<file path="config.mk">
export PLATFORM = sky130hd
export DESIGN_NAME = serial_addsub
export DESIGN_NICKNAME = d
export VERILOG_FILES = /design/src/rtl/serial_addsub.sv
export SDC_FILE = /design/constraint.sdc
export NUM_CORES = 1
export LEC_CHECK = 0
export ABC_AREA = 1
export BUFFER_PORTS_ARGS = -buffer_cell sky130_fd_sc_hd__buf_2
export CAP_MARGIN = 20
export CORE_MARGIN = 2
export CORE_UTILIZATION = 52
export CTS_BUF_LIST = sky130_fd_sc_hd__clkbuf_16
export CTS_CLUSTER_SIZE = 10
export DETAILED_ROUTE_END_ITERATION = 16
export PLACE_DENSITY = 0.76
export SYNTH_ARGS = -nofsm -noshare
export SYNTH_HDL_FRONTEND = slang
export SYNTH_SLANG_ARGS = --single-unit
</file>
<file path="constraint.sdc">
create_clock -name clk_i -period 1.5 [get_ports clk_i]
set_clock_uncertainty 0.15 [all_clocks]
set_input_delay 0.075 -clock clk_i [delete_from_list [all_inputs] [get_ports clk_i]]
set_output_delay 0.075 -clock clk_i [all_outputs]
set_load 0.02 [all_outputs]
</file>
<file path="src/rtl/serial_addsub.sv">
// Bit-serial adder/subtractor: one full-adder slice iterated LSB-first,
// producing the same sum/carry as a WIDTH-bit ripple-carry adder.
//
// Ports:
//   clk_i, rst_i        clock, synchronous active-high reset
//   valid_i, ready_o    request handshake (ready_o high only in IDLE)
//   a_i, b_i            operands, sampled on request handshake
//   sub_i               0 = add, 1 = subtract
//   carry_i             carry-in (add) / borrow-in (subtract)
//   valid_o, ready_i    response handshake (valid_o high only in DONE)
//   sum_o, carry_o      registered result and carry/borrow-out
module serial_addsub #(
    parameter int WIDTH = 4
) (
    input  logic             clk_i,
    input  logic             rst_i,
    input  logic             valid_i,
    output logic             ready_o,
    input  logic [WIDTH-1:0] a_i,
    input  logic [WIDTH-1:0] b_i,
    input  logic             sub_i,
    input  logic             carry_i,
    output logic             valid_o,
    input  logic             ready_i,
    output logic [WIDTH-1:0] sum_o,
    output logic             carry_o
);

    localparam int CW = (WIDTH > 1) ? $clog2(WIDTH) : 1;
    localparam logic [CW-1:0] LAST = CW'(WIDTH - 1);

    typedef enum logic [1:0] {
        IDLE,
        RUN,
        DONE
    } state_t;

    state_t state;
    state_t state_nx;

    logic [WIDTH-1:0] a_q;
    logic [WIDTH-1:0] b_q;
    logic             c_q;
    logic             sub_q;
    logic [CW-1:0]    cnt;
    // Holds the low WIDTH-1 result bits while iterating; the final bit
    // goes straight into sum_q so partial results never reach sum_o.
    logic [WIDTH-2:0] res_q;
    logic [WIDTH-1:0] sum_q;
    logic             carry_q;

    logic accept;
    logic step;
    logic last;
    logic s;
    logic c_nx;

    assign accept = valid_i && (state == IDLE);
    assign step   = (state == RUN);
    assign last   = step && (cnt == LAST);

    assign s    = a_q[0] ^ b_q[0] ^ c_q;
    assign c_nx = (a_q[0] & b_q[0]) | (a_q[0] & c_q) | (b_q[0] & c_q);

    always_ff @(posedge clk_i) begin
        if (rst_i) begin
            state <= IDLE;
        end else begin
            state <= state_nx;
        end
    end

    always_comb begin
        state_nx = state;
        unique case (state)
            IDLE: if (valid_i) state_nx = RUN;
            RUN:  if (cnt == LAST) state_nx = DONE;
            DONE: if (ready_i) state_nx = IDLE;
            default: state_nx = IDLE;
        endcase
    end

    always_ff @(posedge clk_i) begin
        if (rst_i) begin
            a_q     <= '0;
            b_q     <= '0;
            c_q     <= 1'b0;
            sub_q   <= 1'b0;
            cnt     <= '0;
            res_q   <= '0;
            sum_q   <= '0;
            carry_q <= 1'b0;
        end else if (accept) begin
            // Subtraction is a + ~b + ~borrow_in; the borrow-out is the
            // inverted final carry.
            a_q   <= a_i;
            b_q   <= sub_i ? ~b_i : b_i;
            c_q   <= carry_i ^ sub_i;
            sub_q <= sub_i;
            cnt   <= '0;
        end else if (step) begin
            a_q   <= a_q >> 1;
            b_q   <= b_q >> 1;
            c_q   <= c_nx;
            res_q <= (WIDTH-1)'({s, res_q} >> 1);
            if (last) begin
                sum_q   <= {s, res_q};
                carry_q <= c_nx ^ sub_q;
            end else begin
                cnt <= cnt + CW'(1);
            end
        end
    end

    assign ready_o = (state == IDLE);
    assign valid_o = (state == DONE);
    assign sum_o   = sum_q;
    assign carry_o = carry_q;

endmodule

</file>
==> impl_results.md <==
- Count of vias placed by the detailed router: roughly 980
- Number of antenna violations at the first check in global routing: 0
- Main area contributors after synthesis: sky130_fd_sc_hd__dfxtp_1 42%, sky130_fd_sc_hd__nand2_1 17%, sky130_fd_sc_hd__a21oi_1 5.8%
- Capturing element type of the critical path: register
- Main combinational cell family by area after synthesis: simple AND/OR/NAND/NOR gates
- Static Leak: between 0.6 and 0.7 nW
- Asr flop ratio synth: 0%
- Post-synthesis share of cell area spent on full adders, half adders and majority gates: around 3.1%
- Multiplexer area fraction after synthesis: 0%
- Clock sink total: 22
- Post-Syn Nets: around 160
- Beginning of the worst hold path: a_i[0]
- Commonest cells in the netlist: 48 x sky130_fd_sc_hd__nand2_1, 22 x sky130_fd_sc_hd__dfxtp_1, 12 x sky130_fd_sc_hd__a21oi_1, 12 x sky130_fd_sc_hd__inv_1, 12 x sky130_fd_sc_hd__nor2_1
- Worst r2r path cells: 3
- Number of distinct library cells after synthesis: 24
- Final GP Congestion: between 0.7 and 0.8
- Setup Fix Bufs, Post-CTS: 0
- Critical path class: register to register
- Arrival time of the worst setup path: 1.39 ns
- CP Launch Type: register
- Worst reg2reg setup slack: roughly 0.10 ns
- Core Rows: 16
- Outcome: finished clean
- Die Span X: 48.77 um
- Number of nets in the final layout: around 190
- Synthesis-to-finish area growth: 24.61%
- Clock buffers created by TritonCTS: 3
- Startpoint of the most critical register-to-register path: a_q[0]
- Area taken by flip-flops and latches: approximately 440 um2
- Share of layout cells above drive strength 1: 22.35%
- Number of placed I/O pins: 21
- MaxCap Viol Count: 0
- Starting Density: 54.23%
- Largest net degree at the start of global routing: 14
- Area enclosed by the die boundary: between 2000 and 2500 um2
- Global-route wire length before repair: about 4200 um
- RSZ-0062 raised after global routing: no
- Flops & latches, synth: 22
- Slew Limit Headroom: 75.27%
- Total number of yosys warnings: 0
- Worst Hold Class: input pin to register
- Peak clock frequency supported by timing: ~720 MHz
- Worst Path Max Fanout: 2
- Compound-gate portion of the synthesized area: approximately an eighth
- Hold depth: 3
- H-tree Lvls: 1
- Total congestion overflow after global routing: 0
- Syn Inst Count: between 100 and 150
- Vias in the first global route: a little under 1000
- Filler cell count: roughly 190
- Post-synth design cell area: approximately 1000 um2
- Required time of the critical path: between 1 and 1.5 ns
- Total count of hold-check failures in the final report: 0
- Die outline height: 48.77 um
- Drt via density: 4.980
- Count of pins over their slew limit: 0
- GRT Resource Usage Total: between 20% and 30%
- Critical Path Source: a_q[0]
- Slew at the pin closest to its max-slew limit: roughly 0.37 ns
- Clock-pin slew of the registers on the worst-case setup and hold paths: approximately 0.060 ns
- Multi-input logic area: slightly above 500 um2
- Port-buffer cells: 20
- Cell Pwr Density: ~1200 nW/um2
- Final critical path time including I/O delays and setup: approximately 1.4 ns
- Count of inserted antenna diode cells: 0
- Count of flip-flops with a built-in enable after synthesis: 0
- Placed wire-length estimate: 1624 um
- Number of nets with antenna violations after detailed routing: 0
- Post-synthesis xor/xnor area fraction: 1.681%
- Final core occ: 67.58%
- Clock insertion delay at the later pin of the skew report: between 0.2 and 0.3 ns
- Area of the core: ~1900 um2
- TritonCTS clock tree: yes
- Routed wire per std cell: between 10 and 15 um
- Leading cell type by number of instances after synthesis: sky130_fd_sc_hd__nand2_1
- Sequential share of the synthesized area: around 42%
- Mapped Avg Cell Area: roughly 7.2 um2
- Peak supply drop: around 0.92 mV
- CTS Root Buffer Type: sky130_fd_sc_hd__clkbuf_16
- Cell taking the most area after synthesis: sky130_fd_sc_hd__dfxtp_1
- Dominant synthesized flop cell: sky130_fd_sc_hd__dfxtp_1
- Max Root-Sink Buffers: 2
- Total of endpoints with negative setup slack in the final report: 0
- Final cycle utilization of the critical path: between 90% and 100%
- Simple-gate area share of the yosys netlist: a little under a third
- First-pass detailed-route iteration total: 3
- Overall routed net length: roughly 2300 um
- DRC violation count after routing: 0
- DRC violation total after the first TritonRoute iteration: 12
- Setup TNS: 0 ns
- Top cell type's share of synthesized area: between 40% and 50%
==> area by class of cell <==
| class | instances | area share, % |
|---|---|---|
| repair buffers | 26 | 11.95 |
| inverters | 15 | 4.335 |
| flip-flops and latches | 22 | 34.01 |
| well taps | 27 | 2.601 |
| clock buffers | 3 | 5.780 |
| multi-input cells | 103 | 39.02 |
| clock inverters | 1 | 2.312 |
==> kinds of logic (layout without fill, tap and decap cells) <==
kind of cell | count (synthesis) | after routing
simple gates | 75 | 75
flops | 22 | 22
xor+xnor | 2 | 2
compound gates | 24 | 24
fa+ha+maj | 2 | 2
buf+inv | 20 | 45
==> timing repair <==
item | 4_1_cts | 5_1_grt
hold buffers | 4 | 0
hold endpoints to repair | 5 | 0
endpoints found under the setup margin | 0 | 2
gates resized for setup | 0 | 1
==> where the power goes <==
group	switching [W]	internal, W
Clock	0.000215	0.000530
Combinational	0.000109	0.0000776
Sequential	0.0000238	0.000618
Total	0.000349	0.00123
==> state kept, by name, indices dropped and copies added, names as in the netlist <==
register  cells
cnt           2
res_q         3
a_q           4
c_q           1
b_q           4
carry_o       1
sub_q         1
state         2
sum_o         4
==> worst max-delay path: stages, from the launching register on <==
cell and delay, ns:
sky130_fd_sc_hd__dfxtp_1 0.33, sky130_fd_sc_hd__fa_1 0.51, sky130_fd_sc_hd__o21ai_0 0.23, sky130_fd_sc_hd__a21oi_1 0.07
==> worst paths after layout <==
check,endpoint
max reg2reg,res_q[2]
min,a_q[0]
max,res_q[2]
min reg2reg,b_q[3]
==> cell usage in the layout (no fill, tap or decap) <==
master,count
sky130_fd_sc_hd__buf_4,2
sky130_fd_sc_hd__nand2_2,2
sky130_fd_sc_hd__nand2_1,48
sky130_fd_sc_hd__a31oi_1,1
sky130_fd_sc_hd__a21oi_1,12
sky130_fd_sc_hd__dlygate4sd3_1,4
sky130_fd_sc_hd__nand3_1,6
sky130_fd_sc_hd__o21ai_0,8
sky130_fd_sc_hd__a211oi_1,1
sky130_fd_sc_hd__nor2_2,2
sky130_fd_sc_hd__clkbuf_16,3
sky130_fd_sc_hd__dfxtp_2,1
sky130_fd_sc_hd__bufinv_16,1
sky130_fd_sc_hd__inv_2,3
sky130_fd_sc_hd__nor2_4,2
sky130_fd_sc_hd__nor2_1,12
sky130_fd_sc_hd__inv_1,12
sky130_fd_sc_hd__o21ai_2,1
sky130_fd_sc_hd__a21oi_2,1
sky130_fd_sc_hd__dfxtp_1,21
sky130_fd_sc_hd__nand3b_1,3
sky130_fd_sc_hd__xnor2_1,1
sky130_fd_sc_hd__fa_1,1
sky130_fd_sc_hd__xor2_1,1
sky130_fd_sc_hd__buf_2,20
sky130_fd_sc_hd__ha_1,1
==> per-stage QoR <==
stage	total power (W)	instances	setup slack (ns)	instance area, um2	hold WS (ns)
floorplan	0.0007805	145	0.2286	1042	0.06785
global placement	0.0008206	189	0.2120	1152	0.1811
detailed placement	0.0008289	189	0.1496	1152	0.1818
CTS	0.001580	197	0.09942	1297	0.004716
global route	0.001644	197	0.02387	1299	0.01518
finish	0.001574	197	0.1042	1299	0.005175
==> per-layer routing <==
layer | share of wire (%) | GRT usage (%) | up-vias
li1 | - | - | 507
met1 | 43 | 25.64 | 451
met2 | 52 | 41.10 | 16
met3 | 2.7 | 5.215 | 7
met4 | 1.9 | 10.00 | 0
met5 | 0 | 0 | -
(Power assumes the default switching activity.)
